==> src/rtl/cva6_pkg.sv <==
// Shared frontend package: RAS sizing limits and the checkpoint record the
// frontend stores once per in-flight branch.
package cva6_pkg;

  // Smallest legal return-address stack depth.
  localparam int unsigned RAS_MIN_DEPTH = 2;

  // Frontend configuration fields the checkpoint record is sized from.
  localparam int unsigned RASDepth = 2;
  localparam int unsigned RASVLEN  = 32;

  localparam int unsigned RAS_PTR_W = (RASDepth > 1) ? $clog2(RASDepth) : 1;
  localparam int unsigned RAS_CNT_W = $clog2(RASDepth + 1);

  // One RAS checkpoint: pointer, occupancy and the top entry at that point.
  typedef struct packed {
    logic [RAS_PTR_W-1:0] ptr;
    logic [RAS_CNT_W-1:0] cnt;
    logic [RASVLEN-1:0]   top;
  } ras_ckpt_t;

endpackage

==> src/rtl/ras_ckpt_chk.sv <==
// Property checker for ras_ckpt: flags out-of-range restore values and an
// undersized stack configuration. Observes only; drives nothing.
module ras_ckpt_chk
  import cva6_pkg::*;
#(
  parameter int unsigned Depth = 2,
  parameter int unsigned PtrW  = 1,
  parameter int unsigned CntW  = 2
) (
  input logic            clk_i,
  input logic            rst_i,
  input logic            restore_i,
  input logic [PtrW-1:0] restore_ptr_i,
  input logic [CntW-1:0] restore_cnt_i
);

  // The stack must hold at least two entries.
  depth_legal_a : assert property (@(posedge clk_i) disable iff (rst_i)
    Depth >= RAS_MIN_DEPTH);

  // A restored pointer must address an existing slot.
  restore_ptr_legal_a : assert property (@(posedge clk_i) disable iff (rst_i)
    restore_i |-> (32'(restore_ptr_i) < Depth));

  // A restored occupancy can never exceed the stack depth.
  restore_cnt_legal_a : assert property (@(posedge clk_i) disable iff (rst_i)
    restore_i |-> (32'(restore_cnt_i) <= Depth));

endmodule

==> src/rtl/ras_ckpt.sv <==
// Circular return-address stack with checkpoint export and single-cycle
// restore. Overflow overwrites the oldest entry; underflowing pops are
// ignored. Depth need not be a power of two, so every pointer step wraps
// explicitly at Depth.
module ras_ckpt
  import cva6_pkg::*;
#(
  parameter int unsigned Depth = 2,
  parameter int unsigned VLEN  = 32,
  localparam int unsigned PtrW = $clog2(Depth),
  localparam int unsigned CntW = $clog2(Depth + 1)
) (
  input  logic            clk_i,
  input  logic            rst_i,
  input  logic            flush_i,
  input  logic            push_i,
  input  logic [VLEN-1:0] push_addr_i,
  input  logic            pop_i,
  output logic [VLEN-1:0] top_o,
  output logic            top_valid_o,
  output logic            ovf_o,
  output logic [PtrW-1:0] ckpt_ptr_o,
  output logic [CntW-1:0] ckpt_cnt_o,
  output logic [VLEN-1:0] ckpt_top_o,
  input  logic            restore_i,
  input  logic [PtrW-1:0] restore_ptr_i,
  input  logic [CntW-1:0] restore_cnt_i,
  input  logic [VLEN-1:0] restore_top_i
);

  localparam logic [PtrW-1:0] PTR_MAX = PtrW'(Depth - 1);
  localparam logic [CntW-1:0] CNT_MAX = CntW'(Depth);

  logic [VLEN-1:0] mem_r [Depth];
  logic [PtrW-1:0] tos_r;
  logic [CntW-1:0] cnt_r;

  logic [PtrW-1:0] tos_n_s;
  logic [CntW-1:0] cnt_n_s;
  logic            wr_en_s;
  logic [PtrW-1:0] wr_idx_s;
  logic [VLEN-1:0] wr_data_s;

  // Pointer increment modulo Depth.
  function automatic logic [PtrW-1:0] ptr_inc(input logic [PtrW-1:0] p);
    if (p == PTR_MAX) begin
      return {PtrW{1'b0}};
    end else begin
      return p + PtrW'(1);
    end
  endfunction

  // Pointer decrement modulo Depth.
  function automatic logic [PtrW-1:0] ptr_dec(input logic [PtrW-1:0] p);
    if (p == {PtrW{1'b0}}) begin
      return PTR_MAX;
    end else begin
      return p - PtrW'(1);
    end
  endfunction

  // Next-state selection: flush beats restore beats push/pop.
  always_comb begin
    tos_n_s   = tos_r;
    cnt_n_s   = cnt_r;
    wr_en_s   = 1'b0;
    wr_idx_s  = tos_r;
    wr_data_s = push_addr_i;
    if (flush_i) begin
      // Only occupancy is cleared; stale entries are harmless once invalid.
      cnt_n_s = {CntW{1'b0}};
    end else if (restore_i) begin
      tos_n_s   = restore_ptr_i;
      cnt_n_s   = restore_cnt_i;
      wr_en_s   = 1'b1;
      wr_idx_s  = restore_ptr_i;
      wr_data_s = restore_top_i;
    end else if (push_i && pop_i) begin
      // Return immediately followed by a call: replace the top in place.
      wr_en_s = 1'b1;
      cnt_n_s = (cnt_r == {CntW{1'b0}}) ? CntW'(1) : cnt_r;
    end else if (push_i) begin
      tos_n_s  = ptr_inc(tos_r);
      wr_en_s  = 1'b1;
      wr_idx_s = ptr_inc(tos_r);
      cnt_n_s  = (cnt_r == CNT_MAX) ? cnt_r : cnt_r + CntW'(1);
    end else if (pop_i && (cnt_r != {CntW{1'b0}})) begin
      tos_n_s = ptr_dec(tos_r);
      cnt_n_s = cnt_r - CntW'(1);
    end else begin
      // Idle or underflowing pop: state holds.
      wr_en_s = 1'b0;
    end
  end

  // Pointer and occupancy registers.
  always_ff @(posedge clk_i or posedge rst_i) begin
    if (rst_i) begin
      tos_r <= {PtrW{1'b0}};
      cnt_r <= {CntW{1'b0}};
    end else begin
      tos_r <= tos_n_s;
      cnt_r <= cnt_n_s;
    end
  end

  // Entry storage; reset clears every slot so nothing survives a reset.
  always_ff @(posedge clk_i or posedge rst_i) begin
    if (rst_i) begin
      for (int i = 0; i < Depth; i++) begin
        mem_r[i] <= {VLEN{1'b0}};
      end
    end else if (wr_en_s) begin
      mem_r[wr_idx_s] <= wr_data_s;
    end else begin
      mem_r <= mem_r;
    end
  end

  assign top_o       = mem_r[tos_r];
  assign ckpt_top_o  = mem_r[tos_r];
  assign top_valid_o = (cnt_r != {CntW{1'b0}});
  assign ckpt_ptr_o  = tos_r;
  assign ckpt_cnt_o  = cnt_r;
  // Overflow is flagged only for a push that actually advances a full stack.
  assign ovf_o       = push_i & ~pop_i & ~flush_i & ~restore_i & (cnt_r == CNT_MAX);

  ras_ckpt_chk #(
    .Depth (Depth),
    .PtrW  (PtrW),
    .CntW  (CntW)
  ) u_chk (
    .clk_i         (clk_i),
    .rst_i         (rst_i),
    .restore_i     (restore_i),
    .restore_ptr_i (restore_ptr_i),
    .restore_cnt_i (restore_cnt_i)
  );

endmodule

==> config.mk <==
export PLATFORM = sky130hd
export DESIGN_NAME = ras_ckpt
export DESIGN_NICKNAME = d
export VERILOG_FILES = /design/src/rtl/cva6_pkg.sv /design/src/rtl/ras_ckpt_chk.sv /design/src/rtl/ras_ckpt.sv
export SDC_FILE = /design/constraint.sdc
export NUM_CORES = 1
export LEC_CHECK = 0
export ABC_AREA = 1
export BUFFER_PORTS_ARGS = -buffer_cell sky130_fd_sc_hd__buf_2
export CAP_MARGIN = 20
export CORE_ASPECT_RATIO = 1.25
export CORE_MARGIN = 2
export CORE_UTILIZATION = 25
export CTS_CLUSTER_SIZE = 8
export DETAILED_ROUTE_END_ITERATION = 10
export MAX_ROUTING_LAYER = met4
export PLACE_DENSITY = 0.5
export SYNTH_ARGS = -nofsm -noshare
export SYNTH_HDL_FRONTEND = slang
export SYNTH_SLANG_ARGS = --single-unit
export TNS_END_PERCENT = 50
==> constraint.sdc <==
create_clock -name clk_i -period 6.4 [get_ports clk_i]
set_clock_uncertainty 0.1 [all_clocks]
set_input_delay 1.28 -clock clk_i [delete_from_list [all_inputs] [get_ports clk_i]]
set_output_delay 1.28 -clock clk_i [all_outputs]
set_load 0.01 [all_outputs]
-- After elaboration in Yosys (flattened, before gate mapping)
Index checks and enable logic that the tools add are counted.
- bits in registers: 67
- latch bits: 0
- bits in writable memories: 0
- bits in read-only memories: 0
- input bits: 73
- memories: 0
- add/subtract/negate cells: 4
- multipliers: 0
- div/mod/pow operators: 0
- order comparisons: 3
- equality and inequality tests: 4
- shift-type cells: 0
- mux-type cells: 29
- bitwise operators: 9
- reductions and logical operators: 9
- operators with widths (cell ; number):
    $mux 32 ; 6
    $bwmux 64 ; 1
    $demux 32 s1 ; 1
    $mux 1 ; 14
    $mux 2 ; 7
    $reduce_and 3->1 ; 2
    $ne 5x5->1 const B ; 1
    $reduce_bool 5->1 ; 1
    $and 1x1->1 ; 4
    $ge 2x2->1 const B ; 2
    $ne 4x3->1 const B ; 1
    $not 1->2 ; 2
    $logic_and 1x1->1 ; 3
    $not 1->1 ; 3
    $reduce_bool 3->1 ; 1
    $add 2x1->2 const B ; 1
    $eq 2x2->1 const B ; 1
    $logic_not 2->1 ; 1
    $lt 2x1->1 const B ; 1
    $ne 2x2->1 const B ; 1
    $reduce_bool 2->1 ; 1
    $sub 2x1->2 const B ; 1
    $add 1x1->1 const B ; 1
    $sub 1x1->1 const B ; 1

-- Logic depth before layout (Yosys ltp)
- depth in word-level cells: 12
- mapped depth: 8
- mapped depth without buffers: 8

-- Least setup slack after synthesis
OpenSTA, ideal clock, no wires.
- path type: input-to-output
- from: input restore_i
- to: output ovf_o
- arrival: 1720 ps
- path slack: 3300 ps
- stages: 4
- path buffers: 1
- cell sequence: buf_6 -> nor2_1 -> nand3_1 -> inv_1
- cells in the longest elaborated chain, start to end: 3
- ends and longest elaborated chain (item ; RTL line ; text):
    from (decl) ; ras_ckpt.sv:25 ; input logic restore_i,
    $not 1->1 ; ras_ckpt.sv:126 ; assign ovf_o = push_i & ~pop_i & ~flush_i & ~restore_i & (cnt_r == CNT_MAX);
    $and 1x1->1 (2 in a row) ; ras_ckpt.sv:126 ;
    to (decl) ; ras_ckpt.sv:21 ; output logic ovf_o,
No other way between the ends.

-- Worst setup path after layout
- from: register tos_r, in the netlist ckpt_ptr_o
- to: output top_o[28]
- cells in the longest elaborated chain, start to end: 4
- ends and longest elaborated chain (item ; RTL line ; text):
    from (decl) ; ras_ckpt.sv:35 ; logic [PtrW-1:0] tos_r;
    from (signal assigned) ; ras_ckpt.sv:99 ; tos_r <= {PtrW{1'b0}};
    from (signal assigned) ; ras_ckpt.sv:102 ; tos_r <= tos_n_s;
    $not 1->2 (implied by the code) ; ras_ckpt.sv:120 ; assign top_o = mem_r[tos_r];
    $mux 32 (implied by the code) (3 in a row) ; ras_ckpt.sv:120 ;
    to (decl) ; ras_ckpt.sv:19 ; output logic [VLEN-1:0] top_o,
No other way between the ends. The select of a mux whose other input is x is not followed.

==> flow_summary_export.csv <==
group,metric,value,unit
synthesis,synth_cell_types,23,
detailed_routing,vias_per_cell,4.31,
finish,fill_cells,1547,
power,ir_drop,0.000116,V
clocking,clock_path_buffers,2,
synthesis,synth.avg_cell_area,8.57,um^2
sta,fmax,274,MHz
finish,nets,608,
detailed_routing,dr.pass1.iters,5,
synthesis,ys.flop_type,"dfrtp_1",
die,rows,49,
synthesis,yosysWarningCount,0,
sta,period_minus_slack,3.64,ns
die,core-area,14500,um^2
synthesis,synth.net_count,509,
detailed_routing,via_count,3096,
critical_path,crit_path_end,"top_o[28]",
detailed_routing,drt_iter0_drc,156,
die,ioPinCount,142,
sta,hold_viol_final,0,
critical_path,critical_path_peak_fanout,34,
sta,setup_violations,0,
finish,final_layout_size_suffix_gt1_share,37.0,%
critical_path,worstReg2RegEnd,"mem_r[61]$_DFFE_PP0P_",
critical_path,timing.rr.start,"ckpt_ptr_o$_DFFE_PP0P_",
outcome,outcome,"finished clean",
detailed_routing,routedWlPerCell,12.5,um
detailed_routing,final_antenna_net_count,0,
placed_design,gp_congestion,0.716,
die,die-area,15900,um^2
die,initial_utilization,25.7,%
synthesis,synth_edf_count,0,
synthesis,ys_seq_area_share,44.9,%
clocking,post-cts-setup-buffers,0,
global_routing,grt_pass1_vias,2853,
finish,syn2layout_area_growth,22.1,%
clocking,path_clk_slew,0.05,ns
sta,period_share,56.9,%
worst_hold_path,worstHoldPathType,"reg -> reg",
critical_path,startpoint,"ckpt_ptr_o$_DFFE_PP0P_",
power,powerDensity,334,nW/um^2
critical_path,path_class,"reg -> out",
global_routing,antenna_found_initial,0,
sta,drv_slew,0,
critical_path,worst-r2r-setup-slack,3.28,ns
critical_path,worstSetupStartpointType,"flop",
global_routing,grt_start_max_net_pins,68,
critical_path,worstPathArrival,2.26,ns
clocking,cts_buffers,9,
detailed_routing,wl,9010,um
finish,regArea,1680,um^2
die,die_y,141,um
flow_run,maxCapViolations,0,
clocking,hold_buffers,0,
synthesis,synth_cells,436,
global_routing,grt_usage,11.8,%
synthesis,async_flop_share,100,%
finish,multi_input_area,1600,um^2
clocking,cts-root-buf,"clkbuf_16",
sta,rsz0062_at_grt,"false",
sta,tns,0,ns
critical_path,rr_worst_depth,5,
critical_path,worstSetupEndpointType,"output port",
placed_design,hpwl,6170,um
global_routing,grt_pass1_wl,14600,um
clocking,clkLatencyLatePin,0.32,ns
detailed_routing,drcViolationCount,0,
power,fin_total_pwr,1.52,mW
clocking,cts_tree,"done",
critical_path,worstPathRequired,5.02,ns
placed_design,io_buffers,141,
synthesis,synth_area,3740,um^2
sta,worst_pin_slew,0.927,ns
finish,num_antenna_cells,0,
global_routing,grt-ovfl-total,0,
clocking,clock_sinks,67,
clocking,ctsHtreeMaxLevel,3,
sta,relSlewSlack,38.1,%
synthesis,ys_ff_latch,67,
die,die_w,113,um
power,p_leak,2.58,nW
clocking,cts_resized,0,
flip-flops by register name, summed over array words and instances (netlist names):
signal,flops
ckpt_ptr_o,1
ckpt_cnt_o,2
mem_r,64
area by class of cell:
cell class	count	share of cell area, %
inverters	12	0.987
flip-flops and latches	67	36.7
well taps	178	4.88
clock buffers	11	5.32
multi-input cells	302	35.1
clock inverters	5	1.15
repair buffers	143	15.8
how the worst min path moves through the flow:
stage / end / slack, ns / startpoint / cells after the start
floorplan: mem_r[31]$_DFFE_PP0P_ / 0.35 / mem_r[31]$_DFFE_PP0P_ / 2
global placement: mem_r[2]$_DFFE_PP0P_ / 0.36 / mem_r[2]$_DFFE_PP0P_ / 2
detailed placement: mem_r[13]$_DFFE_PP0P_ / 0.37 / mem_r[13]$_DFFE_PP0P_ / 2
CTS: mem_r[13]$_DFFE_PP0P_ / 0.38 / mem_r[13]$_DFFE_PP0P_ / 2
global route: mem_r[18]$_DFFE_PP0P_ / 0.40 / mem_r[18]$_DFFE_PP0P_ / 2
finish: mem_r[12]$_DFFE_PP0P_ / 0.38 / mem_r[12]$_DFFE_PP0P_ / 2
cells by family (layout without fill, tap and decap cells):
kind of cell | Yosys count | after routing | synth area share, %
AO/OA/AOI/OAI | 71 | 71 | 12.4
buffers and inverters | 67 | 171 | 12.3
AND/OR/NAND/NOR | 199 | 199 | 21.9
flip-flops | 67 | 67 | 44.9
multiplexers | 32 | 32 | 8.57
per-stage QoR:
| step | setup slack (ns) | hold WS (ns) | util (%) | area, um^2 | instances |
|---|---|---|---|---|---|
| 3_5_place_dp | 3.04 | 0.367 | 29.4 | 4270 | 702 |
| 3_3_place_gp | 3.02 | 0.364 | 29.4 | 4270 | 702 |
| 2_1_floorplan | 3.30 | 0.353 | - | 3740 | 436 |
| 6_report | 2.76 | 0.378 | 31.4 | 4560 | 718 |
| 4_1_cts | 2.69 | 0.381 | 31.4 | 4560 | 718 |
| 5_1_grt | 2.55 | 0.396 | 31.4 | 4560 | 718 |
cell usage in the layout (no fill, tap or decap):
cell type / synthesis / layout
mux2i_1: 32 / 32
o21ai_1: 32 / 32
nand2_4: 2 / 2
nand4_4: 1 / 1
nand2_1: 177 / 177
inv_1: 9 / 8
dfrtp_1: 67 / 67
a21oi_2: 1 / 1
nand3_2: 3 / 3
nand3_1: 6 / 6
buf_4: 34 / 2
nor2_4: 1 / 1
clkbuf_16: 0 / 9
inv_2: 3 / 4
clkinvlp_4: 0 / 1
bufinv_16: 0 / 1
clkbuf_1: 5 / 1
o21ai_0: 8 / 8
buf_2: 6 / 141
clkinv_2: 0 / 3
a21oi_1: 2 / 2
clkbuf_8: 0 / 1
nor2_1: 7 / 7
o21ai_2: 28 / 28
nor2_2: 2 / 2
synth_stat cells, types with 2 or more instances:
library cell | n | area share, %
nand2_1 | 177 | 18
dfrtp_1 | 67 | 45
buf_4 | 34 | 6.8
mux2i_1 | 32 | 8.6
o21ai_1 | 32 | 4.3
o21ai_2 | 28 | 6.6
inv_1 | 9 | 0.90
buf_6 | 8 | 2.4
o21ai_0 | 8 | 1.1
nor2_1 | 7 | 0.70
buf_2 | 6 | 0.80
nand3_1 | 6 | 0.80
clkbuf_1 | 5 | 0.50
inv_2 | 3 | 0.30
nand3_2 | 3 | 0.80
a21oi_1 | 2 | 0.27
nand2_4 | 2 | 0.60
nor2_2 | 2 | 0.33
routing by layer:
layer	wire length, um	share of wire (%)	track usage, %
met5	0	0	-
met1	4090	45	14.7
met2	4380	49	19.2
met3	441	4.9	2.75
met4	102	1.1	3.47
power breakdown:
part	switching, mW	leakage, nW	total, mW	internal [mW]
clock network	0.170	0.145	0.480	0.310
registers	0.0542	0.833	0.570	0.516
logic	0.284	1.60	0.473	0.189
critical path, cell delays in order (launching register included):
cell	delay, ns
dfrtp_1	0.64
buf_4	0.35
inv_2	0.54
nand2_1	0.10
nand2_1	0.12
buf_2	0.17
(Power assumes the default switching activity.)
